==> src/rtl/cm0_rst_req_seq_pkg.sv <==
`default_nettype none
// ============================================================================
// Module  : cm0_rst_req_seq_pkg
// Purpose : Shared definitions for the Cortex-M0 reset request sequencer:
//           sequencer state encoding (2-bit), RSTCAUSE bit positions and the
//           power-on value of the cause register.
// Ports   : none (package)
// Revision: 1.0 - initial release
// ============================================================================
package cm0_rst_req_seq_pkg;

    // Sequencer states
    typedef enum logic [1:0] {
        ST_IDLE    = 2'b00,
        ST_ASSERT  = 2'b01,
        ST_RELEASE = 2'b10,
        ST_HOLD    = 2'b11
    } state_t;

    // RSTCAUSE bit positions
    localparam int C_CAUSE_CPU  = 0;
    localparam int C_CAUSE_WDOG = 1;
    localparam int C_CAUSE_LOCK = 2;
    localparam int C_CAUSE_EXT  = 3;
    localparam int C_CAUSE_POR  = 4;

    // Power-on reset leaves only the power-on cause flagged
    localparam logic [4:0] C_CAUSE_RST = 5'(1 << C_CAUSE_POR);

endpackage : cm0_rst_req_seq_pkg
`default_nettype wire

==> src/rtl/cm0_rst_debounce.sv <==
`default_nettype none
// ============================================================================
// Module  : cm0_rst_debounce
// Purpose : Synchronises the asynchronous external reset pin into the FCLK
//           domain and debounces it: ext_req rises once DEBOUNCE_CYCLES
//           consecutive synchronised-low samples have been seen and drops on
//           the first synchronised-high sample.
// Ports   : clk       - free-running clock
//           rst_n     - asynchronous active-low reset
//           ext_rst_n - external reset pin (asynchronous, active-low)
//           ext_req   - registered, debounced external reset request
// Revision: 1.0 - initial release
// ============================================================================
module cm0_rst_debounce #(
    parameter int unsigned DEBOUNCE_CYCLES = 16
) (
    input  logic clk,
    input  logic rst_n,
    input  logic ext_rst_n,
    output logic ext_req
);

    localparam logic [7:0] C_TARGET = 8'(DEBOUNCE_CYCLES);

    logic       r_sync1;
    logic       r_sync2;
    logic [7:0] r_cnt;
    logic       r_ext_req;

    always_ff @(posedge clk or negedge rst_n) begin
        if (!rst_n) begin
            // Synchroniser idles at the de-asserted (high) pin level
            r_sync1   <= 1'b1;
            r_sync2   <= 1'b1;
            r_cnt     <= 8'd0;
            r_ext_req <= 1'b0;
        end else begin
            r_sync1 <= ext_rst_n;
            r_sync2 <= r_sync1;
            if (r_sync2) begin
                r_cnt     <= 8'd0;
                r_ext_req <= 1'b0;
            end else if (r_cnt != C_TARGET) begin
                // Counter parks at the target; the request is raised on the
                // same edge the count reaches it.
                r_cnt <= r_cnt + 8'd1;
                if (r_cnt == (C_TARGET - 8'd1)) begin
                    r_ext_req <= 1'b1;
                end
            end
        end
    end

    assign ext_req = r_ext_req;

endmodule : cm0_rst_debounce
`default_nettype wire

==> src/rtl/cm0_rst_req_seq.sv <==
`default_nettype none
// ============================================================================
// Module  : cm0_rst_req_seq
// Purpose : Reset request sequencer in front of the Cortex-M0 reset
//           controller. Merges CPU, watchdog, lockup and debounced external
//           reset sources into one request pulse held until HRESETn is seen
//           low, waits for HRESETn release, then ignores all sources for a
//           HOLDOFF window. Keeps a sticky reset-cause register.
// Ports   : FCLK        - free-running clock
//           PORESETn    - asynchronous active-low power-on reset
//           CPURSTREQ   - core SYSRESETREQ (level)
//           WDOGRES     - watchdog reset request (level)
//           LOCKUP      - core lockup indication (level)
//           LOCKUPRESET - enables LOCKUP as a reset source
//           EXTRSTn     - external reset pin (asynchronous, active-low)
//           HRESETn     - system reset fed back from the reset controller
//           CAUSECLR    - single-cycle clear of RSTCAUSE
//           RSTREQOUT   - reset request to the reset controller
//           RSTCAUSE    - sticky cause {POR, EXT, LOCKUP, WDOG, CPU}
//           BUSY        - high whenever a sequence is in progress
// Revision: 1.0 - initial release
// ============================================================================
module cm0_rst_req_seq
    import cm0_rst_req_seq_pkg::*;
#(
    parameter int unsigned DEBOUNCE_CYCLES = 16,
    parameter int unsigned MIN_PULSE       = 4,
    parameter int unsigned HOLDOFF         = 8
) (
    input  logic       FCLK,
    input  logic       PORESETn,
    input  logic       CPURSTREQ,
    input  logic       WDOGRES,
    input  logic       LOCKUP,
    input  logic       LOCKUPRESET,
    input  logic       EXTRSTn,
    input  logic       HRESETn,
    input  logic       CAUSECLR,
    output logic       RSTREQOUT,
    output logic [4:0] RSTCAUSE,
    output logic       BUSY
);

    localparam logic [7:0] C_MIN_PULSE = 8'(MIN_PULSE);
    localparam logic [7:0] C_HOLD_LAST = 8'(HOLDOFF - 1);

    logic       w_ext_req;
    logic [4:0] w_src_cause;
    logic       w_src_any;
    logic       w_capture;

    state_t     r_state;
    logic [7:0] r_pulse_cnt;
    logic [7:0] r_hold_cnt;
    logic       r_seen_low;
    logic       r_rstreqout;
    logic       r_busy;
    logic [4:0] r_cause;

    cm0_rst_debounce #(
        .DEBOUNCE_CYCLES (DEBOUNCE_CYCLES)
    ) u_debounce (
        .clk       (FCLK),
        .rst_n     (PORESETn),
        .ext_rst_n (EXTRSTn),
        .ext_req   (w_ext_req)
    );

    // Source vector laid out on the cause-register bit positions so a
    // capture can be ORed straight in; the power-on bit is never a source.
    always_comb begin
        w_src_cause               = 5'b00000;
        w_src_cause[C_CAUSE_CPU]  = CPURSTREQ;
        w_src_cause[C_CAUSE_WDOG] = WDOGRES;
        w_src_cause[C_CAUSE_LOCK] = LOCKUP & LOCKUPRESET;
        w_src_cause[C_CAUSE_EXT]  = w_ext_req;
    end

    assign w_src_any = |w_src_cause;
    // Only IDLE acts on sources; anything arriving mid-sequence is dropped
    assign w_capture = (r_state == ST_IDLE) && w_src_any;

    always_ff @(posedge FCLK or negedge PORESETn) begin
        if (!PORESETn) begin
            r_state     <= ST_IDLE;
            r_pulse_cnt <= 8'd0;
            r_hold_cnt  <= 8'd0;
            r_seen_low  <= 1'b0;
            r_rstreqout <= 1'b0;
            r_busy      <= 1'b0;
            r_cause     <= C_CAUSE_RST;
        end else begin
            case (r_state)
                ST_IDLE: begin
                    if (w_src_any) begin
                        r_state     <= ST_ASSERT;
                        r_rstreqout <= 1'b1;
                        r_busy      <= 1'b1;
                        r_pulse_cnt <= 8'd1;
                        r_seen_low  <= 1'b0;
                    end
                end
                ST_ASSERT: begin
                    if (r_pulse_cnt != C_MIN_PULSE) begin
                        r_pulse_cnt <= r_pulse_cnt + 8'd1;
                    end
                    if (!HRESETn) begin
                        r_seen_low <= 1'b1;
                    end
                    // Registered flags: the request stays up for at least
                    // MIN_PULSE cycles and one cycle past the first low
                    // HRESETn sample. No timeout by design.
                    if ((r_pulse_cnt == C_MIN_PULSE) && r_seen_low) begin
                        r_rstreqout <= 1'b0;
                        r_state     <= ST_RELEASE;
                    end
                end
                ST_RELEASE: begin
                    if (HRESETn) begin
                        r_hold_cnt <= 8'd0;
                        r_state    <= ST_HOLD;
                    end
                end
                ST_HOLD: begin
                    r_hold_cnt <= r_hold_cnt + 8'd1;
                    if (r_hold_cnt == C_HOLD_LAST) begin
                        r_state <= ST_IDLE;
                        r_busy  <= 1'b0;
                    end
                end
                default: begin
                    r_state     <= ST_IDLE;
                    r_rstreqout <= 1'b0;
                    r_busy      <= 1'b0;
                end
            endcase

            // A capture coinciding with CAUSECLR leaves exactly the new bits
            if (w_capture) begin
                r_cause <= (CAUSECLR ? 5'b00000 : r_cause) | w_src_cause;
            end else if (CAUSECLR) begin
                r_cause <= 5'b00000;
            end
        end
    end

    assign RSTREQOUT = r_rstreqout;
    assign RSTCAUSE  = r_cause;
    assign BUSY      = r_busy;

endmodule : cm0_rst_req_seq
`default_nettype wire

==> config.mk <==
export PLATFORM = sky130hd
export DESIGN_NAME = cm0_rst_req_seq
export DESIGN_NICKNAME = d
export VERILOG_FILES = /design/src/rtl/cm0_rst_req_seq_pkg.sv /design/src/rtl/cm0_rst_debounce.sv /design/src/rtl/cm0_rst_req_seq.sv
export SDC_FILE = /design/constraint.sdc
export NUM_CORES = 1
export LEC_CHECK = 0
export BUFFER_PORTS_ARGS = -buffer_cell sky130_fd_sc_hd__buf_4
export CORE_ASPECT_RATIO = 1.4
export CORE_UTILIZATION = 29
export DETAILED_ROUTE_END_ITERATION = 12
export GPL_ROUTABILITY_DRIVEN = 0
export GPL_TIMING_DRIVEN = 0
export SYNTH_ARGS = -nofsm -noshare
export SYNTH_HDL_FRONTEND = slang
export SYNTH_SLANG_ARGS = --single-unit
==> constraint.sdc <==
create_clock -name FCLK -period 5.07 [get_ports FCLK]
set_input_delay 0.2535 -clock FCLK [delete_from_list [all_inputs] [get_ports FCLK]]
set_output_delay 0.2535 -clock FCLK [all_outputs]
set_load 0.01 [all_outputs]
After elaboration in Yosys (flattened, before gate mapping) --
Index checks and enable logic that the tools add are counted.
Cells by class: multiplexer cells 25, add/subtract/negate cells 3, bitwise gates (word level) 2, equality and inequality tests 14, reductions and logical operators 16
Operator list (count):
- $mux 8 | 5
- $pmux 8 s2 | 2
- $add 8x1->8 const B | 3
- $eq 8x3->1 const B | 2
- $ne 2x2->1 const B | 6
- $reduce_and 3->1 | 4
- $mux 5 | 2
- $reduce_bool 2->1 | 5
- $eq 8x4->1 const B | 1
- $mux 1 | 8
- $mux 2 | 4
- $ne 8x3->1 const B | 1
- $ne 8x5->1 const B | 1
- $pmux 2 s4 | 1
- $pmux 1 s2 | 3
- $or 5x4->5 | 1
- $eq 2x2->1 const B | 2
- $reduce_and 2->1 | 2
- $reduce_and 4->1 | 1
- $reduce_or 4->1 | 1
- $eq 2x1->1 const B | 1
- $logic_and 1x1->1 | 2
- $logic_not 2->1 | 1
- $and 1x1->1 | 1
Storage, ports and cells: flip-flop bits (word level) 37, output and inout bits 7, bits of input ports 9

Logic depth before layout (Yosys ltp) --
Gate-level depths: netlist of run 1.
depth after elaboration 4, mapped depth 7, gate-level depth less buffers 6

By module --
Synthesis of run 1 repeated with hierarchy kept, for this count alone.
Second synthesis, totals: cells, all modules 222, area total of the unflattened synthesis 2079.5 um2
Modules (own cells, without submodules):
- cm0_rst_req_seq | area each 1545.2 um2, times used 1, cells an instance 172, seq. area each 651.9 um2
- cm0_rst_debounce | area each 534.3 um2, times used 1, cells an instance 50, seq. area each 277.8 um2

Worst setup path before layout of run 1 --
No wires, ideal clock.
kind flip-flop to flip-flop, start register r_hold_cnt[3], end register r_state[1], stages on the path, launching flop included 5, setup time 0.128 ns, buffers on the path 0, arrival 1.870 ns, clock period less this slack 1.998 ns, setup slack 3.072 ns, cell sequence dfrtp_1 > or4_1 > or3_4 > a221oi_2 > mux2_1
On the way: longest elaborated chain between the ends 3
RTL lines:
- from (decl) | line cm0_rst_req_seq.sv:54 | logic [7:0] r_hold_cnt;
- from (signal assigned) | line cm0_rst_req_seq.sv:125 | r_hold_cnt <= r_hold_cnt + 8'd1;
- $eq 8x3->1 | line cm0_rst_req_seq.sv:126 | if (r_hold_cnt == C_HOLD_LAST) begin
- $ne 2x2->1 (no line)
- $reduce_and 4->1 (no line)
- to (signal assigned) | line cm0_rst_req_seq.sv:121 | r_state <= ST_HOLD;
- to (signal assigned) | line cm0_rst_req_seq.sv:127 | r_state <= ST_IDLE;
- to (signal assigned) | line cm0_rst_req_seq.sv:132 | r_state <= ST_IDLE;
- to (decl) | line cm0_rst_req_seq.sv:52 | state_t r_state;
No other way between the ends. A chain may end at the register's enable or synchronous reset.

Worst setup path in the final report of run 1 --
Ends and elaborated chain as after synthesis.

==> results.py, run 1 <==
metrics = {
    "sta": {
        "setup_slack_ns": 2.959,
        "fin_hold_ws_ns": 0.07231,
        "period_needed_ns": 2.111,
        "worst_pin_slew_ns": 0.7996,
        "finalCritPeriodShare_pct": 41.64,
        "timing.slew.headroom_pct": 46.59,
        "finalHoldViolCount": 0,
        "maxSlewViolCount": 0,
        "setup_tns_ns": 0,
        "rsz0062_at_grt": "false",
        "final.setup_skew_ns": 0.006254,
        "max_freq_mhz": 473.7,
        "setup_violations": 0,
    },
    "setup_path": {
        "timing.rr.start": "r_hold_cnt[3]",
        "r2r_cells": 4,
        "r2r_slack_ns": 2.96,
        "crit_arrival_ns": 2.28,
        "crit_fanout": 6,
        "start_kind": "register",
        "cp_data_required_time_ns": 5.24,
        "cp-end-kind": "register",
        "path_class": "register to register",
        "r2r-end": "r_state[1]",
    },
    "route": {
        "post_drt_wl_per_cell_um": 12.42,
        "ant_nets": 0,
        "drc": 0,
        "vias_per_cell": 4.895,
        "finalWirelength_um": 4135,
        "vias": 1630,
        "drtIter0Drc": 96,
        "drt-pass1-iter-count": 5,
    },
    "placed_design": {
        "place_inst": 324,
        "preCtsSetupSlack_ns": 2.957,
        "portBuffers": 15,
        "hpwl_um": 2943,
        "dpl_cell_area_mm2": 0.002268,
    },
    "synth": {
        "yosys-top-cells-area": "dfrtp_1 42%, ha_1 5.5%, o21ai_0 4.7%, dfstp_2 3.9%, nand2_1 3.9%",
        "yosys.area.top_type": "dfrtp_1",
        "synth_top_area_share_pct": 41.69,
        "synth_common_cells": "34 x dfrtp_1, 21 x nand2_1, 19 x nor2_1, 19 x o21ai_0, 17 x inv_1",
        "syn_inst": 217,
        "ys_seq_area_share_pct": 45.55,
        "yosysWarnings": 0,
        "ys_ff_latch": 37,
        "synth_nets": 235,
        "synth-edff-count": 0,
        "synthFlopType": "dfrtp_1",
        "netlist_area_mm2": 0.002041,
        "synth_most_common_cell": "dfrtp_1",
        "synth_cell_types": 52,
        "syn_area_per_cell_um2": 9.404,
        "async_flop_share_pct": 100.0,
    },
    "clocking": {
        "clock_latency_ns": 0.29,
        "clock-sinks": 37,
        "cts_tree": "yes",
        "htreeDepth": 2,
        "path_clk_slew_ns": 0.07,
        "post_cts_buffers": 0,
        "cts_buffers": 5,
        "ctsHoldBuffers": 1,
        "clk_path_buf_depth": 2,
        "cts-root-buf": "clkbuf_8",
        "cts_resized": 0,
    },
    "global_route": {
        "grt_pass1_wl_um": 7320,
        "grt_antenna_before_repair": 0,
        "grt_overflow": 0,
        "grt_pass1_vias": 1565,
        "grt_usage_pct": 12.67,
        "grt_max_degree": 38,
    },
    "final_layout": {
        "fill_cells": 699,
        "multiInputGateArea_mm2": 0.001028,
        "fin_area_mm2": 0.002380,
        "finalNetCount": 258,
        "layout-drive-gt1-share_pct": 12.86,
        "syn2layout_area_growth_pct": 16.62,
        "register_area_um2": 929.6,
        "utilization_pct": 35.52,
        "antennaDiodeCount": 0,
        "layoutNonFillerInstCount": 333,
    },
    "die": {
        "die_y_um": 101.3,
        "initial_core_util_pct": 30.46,
        "core_mm2": 0.006700,
        "ioPinCount": 16,
        "die_area_mm2": 0.007381,
        "die_w_um": 72.90,
        "rows": 35,
    },
    "min_path": {
        "holdPathEnd": "u_debounce.r_sync1",
        "holdCritStartpoint": "EXTRSTn",
        "hold_path.class": "input pin to register",
        "min_path_cells": 1,
    },
    "flow_run": {
        "drv_cap": 0,
    },
    "pwr": {
        "pwr-share-clk_pct": 21.5,
        "p_int_mw": 0.6611,
        "p_per_area_mw_per_mm2": 446.8,
        "seq_power_share_pct": 39.8,
        "vdd_drop_max_mv": 0.1767,
        "power_mw": 1.063,
        "p_comb_share_pct": 38.7,
        "p_switching_mw": 0.4022,
        "leakage_nw": 1.008,
        "p_sw_share_pct": 37.82,
    },
    "outcome": {
        "outcome": "completed",
    },
}
==> critical path, cell delays in order (launching register included) <==
cell and delay [ns]:
dfrtp_1 0.43, or4_1 0.52, or3_4 0.36, a221oi_2 0.33, mux2_1 0.35
==> flip-flops by register name, indices dropped and copies added (netlist names) <==
| signal | count |
|---|---|
| r_seen_low | 1 |
| u_debounce.r_sync1 | 1 |
| r_hold_cnt | 8 |
| BUSY | 1 |
| u_debounce.ext_req | 1 |
| RSTCAUSE | 5 |
| r_pulse_cnt | 8 |
| u_debounce.r_sync2 | 1 |
| u_debounce.r_cnt | 8 |
| r_state | 2 |
| RSTREQOUT | 1 |
==> cells in the final DEF (no fill, tap or decap), types with 2 or more instances in the layout <==
| cell | Yosys | routed |
|---|---|---|
| a21oi_1 | 6 | 6 |
| and2_1 | 2 | 2 |
| and3_1 | 4 | 4 |
| buf_4 | 0 | 15 |
| clkbuf_1 | 4 | 4 |
| clkbuf_8 | 0 | 7 |
| dfrtp_1 | 34 | 34 |
| dfstp_2 | 3 | 3 |
| ha_1 | 9 | 9 |
| inv_1 | 17 | 17 |
| mux2i_1 | 6 | 6 |
| nand2_1 | 21 | 21 |
| nand2b_1 | 2 | 2 |
| nand3_1 | 9 | 9 |
| nand4_1 | 3 | 3 |
| nor2_1 | 19 | 19 |
| nor2b_1 | 2 | 2 |
| nor3_1 | 6 | 6 |
| nor4_1 | 3 | 3 |
| o211ai_1 | 3 | 3 |
| o21a_1 | 3 | 3 |
| o21ai_0 | 19 | 19 |
| o22ai_1 | 2 | 2 |
| or3_1 | 2 | 2 |
| or4_1 | 3 | 3 |
| xnor2_1 | 4 | 4 |
| xor2_1 | 4 | 4 |
==> kinds of logic (layout without fill, tap and decap cells) <==
family | after synthesis | count (layout) | share of synthesized area, %
AOI/OAI and AO/OA | 51 | 51 | 17.17
xor gates and xnor gates | 8 | 8 | 3.433
adders and majority gates | 9 | 9 | 5.518
buffers and inverters | 22 | 46 | 4.046
DFF | 37 | 37 | 45.56
muxes | 7 | 7 | 3.495
and+or+nand+nor | 83 | 83 | 20.78
==> worst max-delay path by stage <==
stage / start / to / cells after the start
after floorplan: r_hold_cnt[3] / r_state[1] / 4
after global placement: r_hold_cnt[3] / r_state[1] / 4
after detailed placement: r_hold_cnt[3] / r_state[1] / 4
after CTS: r_hold_cnt[3] / r_state[1] / 4
after global routing: r_state[0] / r_pulse_cnt[5] / 6
final: r_hold_cnt[3] / r_state[1] / 4
==> final cells by class <==
cell class | count | share of cell area, %
clock buffers | 7 | 4.048
plain buffers | 5 | 0.7886
well taps | 92 | 4.837
multi-input cells | 158 | 43.22
inverters | 17 | 2.681
clock inverters | 1 | 0.2103
flip-flops and latches | 37 | 39.06
repair buffers | 16 | 5.152
==> metal layers <==
layer / track usage [%] / vias to the layer above / routed length, um
met2: 21.14 / 26 / 2027
li1: - / 822 / -
met4: 5.430 / 0 / 62
met1: 15.33 / 778 / 1902
met5: 0 / - / 0
met3: 3.284 / 4 / 143
==> power by group through the flow <==
stage	sequential [mW]	combinational, mW	clock (mW)
2_1_floorplan	0.422	0.301	0
3_3_place_gp	0.428	0.410	0
3_5_place_dp	0.430	0.413	0
4_1_cts	0.424	0.416	0.236
5_1_grt	0.436	0.469	0.249
6_report	0.424	0.411	0.229
Power figures use the tool's default switching activity.
==> run 2: changes to the inputs <==
- clock period: 5.07 -> 1.9 ns (I/O delays scaled with it)
==> results.py, run 2 (synthesis results as in run 1) <==
metrics = {
    "outcome": {
        "outcome": "complete, but fails checks",
        "violations": "setup timing",
    },
    "global_route": {
        "grt_pass1_wl_um": 7769,
        "grt_pass1_vias": 1652,
        "grt_antenna_before_repair": 0,
        "grt_usage_pct": 13.50,
        "grt_overflow": 0,
        "grt_max_degree": 38,
    },
    "route": {
        "ant_nets": 0,
        "drt-pass1-iter-count": 4,
        "drtIter0Drc": 87,
        "post_drt_wl_per_cell_um": 12.94,
        "finalWirelength_um": 4427,
        "vias_per_cell": 4.950,
        "drc": 0,
        "vias": 1693,
    },
    "setup_path": {
        "path_class": "register to register",
        "crit_fanout": 3,
        "crit_arrival_ns": 2.27,
        "start_kind": "register",
        "cp-end-kind": "register",
        "cp_data_required_time_ns": 2.08,
    },
    "die": {
        "die_w_um": 72.90,
        "core_mm2": 0.006700,
        "ioPinCount": 16,
        "rows": 35,
        "die_y_um": 101.3,
        "die_area_mm2": 0.007381,
        "initial_core_util_pct": 30.46,
    },
    "clocking": {
        "cts-root-buf": "clkbuf_8",
        "cts_tree": "yes",
        "clk_path_buf_depth": 2,
        "cts_buffers": 5,
        "clock-sinks": 37,
        "htreeDepth": 2,
        "path_clk_slew_ns": 0.08,
        "clock_latency_ns": 0.30,
    },
    "final_layout": {
        "fill_cells": 682,
        "syn2layout_area_growth_pct": 26.49,
        "utilization_pct": 38.52,
        "final_cell_mix": "33 x dfrtp_1, 24 x buf_4, 21 x nand2_1",
        "antennaDiodeCount": 0,
        "finalNetCount": 267,
        "layout-drive-gt1-share_pct": 21.60,
        "final_common_cell": "dfrtp_1",
        "reg_top3": "r_hold_cnt (8), r_pulse_cnt (8), u_debounce.r_cnt (8)",
    },
    "flow_run": {
        "drv_cap": 0,
    },
    "pwr": {
        "p_per_area_mw_per_mm2": 1265,
        "leakage_nw": 1.074,
        "vdd_drop_max_mv": 0.4117,
    },
    "sta": {
        "period_needed_ns": 2.083,
        "finalCritPeriodShare_pct": 109.6,
        "worst_pin_slew_ns": 0.4760,
        "fin_hold_ws_ns": 0.04719,
        "timing.slew.headroom_pct": 68.26,
        "finalHoldViolCount": 0,
        "setup_slack_ns": -0.1831,
        "final.setup_skew_ns": 0.01281,
        "max_freq_mhz": 480.1,
        "maxSlewViolCount": 0,
        "setup_violations": 2,
        "rsz0062_at_grt": "true",
    },
    "placed_design": {
        "hpwl_um": 3015,
        "portBuffers": 15,
    },
    "min_path": {
        "hold_path.class": "input pin to register",
    },
}
## run 2: cell types whose count changed in the layout (fill, tap and decap cells not counted), sizes merged
cell / change
buf: +9
clkinvlp: +1
bufinv: +1
clkinv: -1
clkbuf: -3
dlygate4sd3: +2
## run 2: per-layer routing
layer	track usage (%)	part of all wire, %	up-vias
li1	-	-	837
met2	22.86	51	21
met5	0	0	-
met4	6.637	1.6	0
met1	16.32	45	829
met3	2.488	2.3	6
## run 2: worst paths after layout
kind                                         start             endpoint  slack [ns]  cells past startpoint
worst max-delay path                 r_hold_cnt[3]           r_state[1]       -0.18                      4
worst min-delay path                     CPURSTREQ          RSTCAUSE[0]        0.05                      3
worst max register to register       r_hold_cnt[3]           r_state[1]       -0.18                      4
worst min register to register  u_debounce.r_sync1   u_debounce.r_sync2        0.36                      0
max in group asynchronous                 PORESETn   u_debounce.r_sync1        1.24                      2
min in group asynchronous                 PORESETn  u_debounce.r_cnt[5]        0.29                      2
## run 2: layout make-up
class,count,area [um^2],share of cell area (%)
inverter,17,63.81,2.472
timing repair buffer,27,210.2,8.143
buffer,3,11.26,0.4363
clock inverter,2,37.54,1.454
sequential,37,930.9,36.06
tap,92,115.1,4.460
clock buffer,6,82.58,3.199
multi-input combinational,158,1130,43.77
## run 2: timing repair
action                                  4_1_cts  5_1_grt
endpoints found under the hold margin        36        0
buffers inserted                              4        5
endpoints found under the setup margin        9       15
gates resized for setup                       7       13
pin swaps                                     2        2
hold buffers                                  3        0
## run 2: report_power, final
group | switching (mW) | internal (mW)
Sequential | 0.184 | 0.961
Combinational | 0.724 | 0.665
Clock | 0.304 | 0.427
Total | 1.21 | 2.05
## run 2: metrics by stage
| stage | std cells | TNS [ns] | cell area [um^2] | power, mW | setup slack, ns |
|---|---|---|---|---|---|
| global placement | 324 | -0.8918 | 2268 | 2.237 | -0.2118 |
| CTS | 338 | -0.2337 | 2479 | 3.128 | -0.1749 |
| finish | 342 | -0.2590 | 2581 | 3.264 | -0.1831 |
| detailed placement | 324 | -1.153 | 2268 | 2.267 | -0.2391 |
| global route | 342 | -0.4290 | 2581 | 3.515 | -0.2238 |
| floorplan | 217 | -0.07475 | 2041 | 1.928 | -0.07475 |
## run 2: worst max-delay path, cell delays in order (launching register included)
cell and delay (ns):
dfrtp_1 0.39, or4_1 0.52, or3_4 0.38, a221oi_4 0.35
mux2_4 0.33
==> run 3: changes to the inputs <==
- ABC_AREA: default -> 1
==> results.py, run 3 <==
metrics = {
    "die": {
        "die_area_mm2": 0.007368,
        "core_mm2": 0.006700,
        "die_w_um": 72.83,
        "initial_core_util_pct": 30.40,
        "rows": 35,
        "die_y_um": 101.2,
        "ioPinCount": 16,
    },
    "final_layout": {
        "finalNetCount": 302,
        "syn2layout_area_growth_pct": 18.55,
        "final_common_cell": "nand2_1",
        "antennaDiodeCount": 0,
        "final_cell_mix": "60 x nand2_1, 42 x inv_1, 34 x dfrtp_1",
        "reg_top3": "r_hold_cnt (8), r_pulse_cnt (8), u_debounce.r_cnt (8)",
        "layout-drive-gt1-share_pct": 14.74,
    },
    "synth": {
        "syn_area_per_cell_um2": 7.865,
        "async_flop_share_pct": 100.0,
        "netlist_area_mm2": 0.002037,
        "yosys-top-cells-area": "dfrtp_1 42%, nand2_1 11%, inv_1 7.7%, nand3_1 5.9%, ha_1 5.5%",
        "yosys.area.top_type": "dfrtp_1",
        "ys_seq_area_share_pct": 45.64,
        "synth_nets": 277,
        "yosysWarnings": 0,
        "synth_top_area_share_pct": 41.77,
        "synth_common_cells": "60 x nand2_1, 42 x inv_1, 34 x dfrtp_1",
        "synth_most_common_cell": "nand2_1",
        "ys_ff_latch": 37,
        "synth-edff-count": 0,
        "synth_cell_types": 28,
        "syn_inst": 259,
        "synthFlopType": "dfrtp_1",
    },
    "route": {
        "drc": 0,
        "finalWirelength_um": 3939,
        "post_drt_wl_per_cell_um": 10.45,
        "drtIter0Drc": 92,
        "drt-pass1-iter-count": 4,
        "ant_nets": 0,
        "vias_per_cell": 4.435,
        "vias": 1672,
    },
    "clocking": {
        "cts_buffers": 5,
        "htreeDepth": 2,
        "clk_path_buf_depth": 2,
        "cts_tree": "yes",
        "post_cts_buffers": 0,
        "cts_resized": 0,
        "cts-root-buf": "clkbuf_8",
        "clock_latency_ns": 0.30,
        "path_clk_slew_ns": 0.08,
        "clock-sinks": 37,
    },
    "setup_path": {
        "cp_cell_sequence": "inv_1 > ha_1 > buf_1 > nand2_1 > nand2_1 > o21ai_0",
        "max_stage_delay_ns": 0.42,
        "cp-end-kind": "register",
        "crit_fanout": 10,
        "start_kind": "register",
        "crit_buf_inv": 2,
        "cp_data_required_time_ns": 2.06,
        "crit_arrival_ns": 1.80,
        "worst_path_max_delay_cell": "dfrtp_1",
        "crit_family": "buffers and inverters",
        "crit_top_cell": "nand2_1",
        "path_class": "register to register",
    },
    "sta": {
        "setup_violations": 0,
        "setup_tns_ns": 0,
        "finalHoldViolCount": 0,
        "maxSlewViolCount": 0,
        "period_needed_ns": 1.637,
        "final.setup_skew_ns": 0.008172,
        "finalCritPeriodShare_pct": 86.16,
        "setup_slack_ns": 0.2630,
        "worst_pin_slew_ns": 0.4787,
        "timing.slew.headroom_pct": 68.09,
        "rsz0062_at_grt": "false",
        "max_freq_mhz": 610.9,
    },
    "pwr": {
        "leakage_nw": 1.187,
        "vdd_drop_max_mv": 0.4125,
        "p_per_area_mw_per_mm2": 1159,
    },
    "global_route": {
        "grt_pass1_vias": 1650,
        "grt_antenna_before_repair": 0,
        "grt_pass1_wl_um": 7155,
        "grt_usage_pct": 12.56,
        "grt_max_degree": 38,
        "grt_overflow": 0,
    },
    "outcome": {
        "outcome": "completed",
    },
    "placed_design": {
        "hpwl_um": 2878,
        "preCtsSetupSlack_ns": 0.2628,
        "portBuffers": 15,
    },
    "flow_run": {
        "drv_cap": 0,
    },
    "min_path": {
        "hold_path.class": "input pin to register",
    },
}
-- run 3: cell types whose count changed after synthesis, moves of 4 or more --
cell and delta:
nand2_1 +39, inv_1 +25, nand3_1 +15, o21ai_0 -7, mux2i_1 -6, nand4_1 +6
o21ai_2 +5, nor2_1 +4, xnor2_1 -4
-- run 3: final cells by class --
class                      instances  area, um^2
fill                             719        4285
sequential                        37       929.6
multi-input combinational        175       903.4
inverter                          42       157.7
timing repair buffer              18       142.6
tap                               92       115.1
clock buffer                       6       82.58
buffer                             5       46.29
clock inverter                     2       37.54
-- run 3: routing by layer --
| layer | track usage (%) | part of all wire (%) | vias to the layer above |
|---|---|---|---|
| met5 | 0 | 0 | - |
| li1 | - | - | 886 |
| met3 | 3.085 | 2.8 | 6 |
| met2 | 22.29 | 51 | 16 |
| met4 | 6.033 | 1.9 | 0 |
| met1 | 13.89 | 45 | 764 |
-- run 3: path summary, 6_finish.rpt --
check	depth (start not counted)	from	slack, ns	to
max	6	r_state[1]	0.26	RSTREQOUT
min	3	CPURSTREQ	0.02	RSTCAUSE[0]
max reg2reg	6	r_state[1]	0.26	RSTREQOUT
min reg2reg	0	u_debounce.r_sync1	0.36	u_debounce.r_sync2
max in group asynchronous	2	PORESETn	1.24	u_debounce.r_sync2
min in group asynchronous	2	PORESETn	0.29	r_state[0]
-- run 3: cell families (layout without fill, tap and decap cells) --
group / Yosys count / in the layout / share of synthesized area (%)
buf+inv: 47 / 73 / 10.01
flops: 37 / 37 / 45.64
xor+xnor: 1 / 1 / 0.4301
fa+ha+maj: 9 / 9 / 5.528
simple gates: 131 / 131 / 28.62
compound gates: 34 / 34 / 9.766
-- run 3: timing repair --
item | in CTS | in global routing
hold endpoints to repair | 36 | 0
hold buffers | 3 | 0
endpoints found under the setup margin | 0 | 0
-- run 3: metrics by stage --
stage / hold WS (ns) / utilization [%] / std cells / total power, mW / cell area, um^2
floorplan: -0.2006 / - / 259 / 1.813 / 2037
global route: 0.03822 / 36.04 / 377 / 3.056 / 2415
finish: 0.01758 / 36.04 / 377 / 2.799 / 2415
global placement: 0.09626 / 33.80 / 366 / 2.082 / 2265
CTS: 0.01048 / 36.04 / 377 / 2.850 / 2415
detailed placement: 0.09777 / 33.80 / 366 / 2.099 / 2265
-- run 3: where the power goes --
part / total (mW) / leakage (nW) / internal, mW / switching (mW)
registers: 1.04 / 0.482 / 0.925 / 0.116
clock network: 0.727 / 0.0574 / 0.427 / 0.300
logic: 1.03 / 0.648 / 0.413 / 0.618
total: 2.80 / 1.19 / 1.77 / 1.03
-- run 3: worst register-to-register path, cell delays in order, from the launching register on --
cell     delay (ns)
dfrtp_1        0.42
inv_1          0.09
ha_1           0.20
buf_1          0.38
nand2_1        0.19
nand2_1        0.13
o21ai_0        0.08
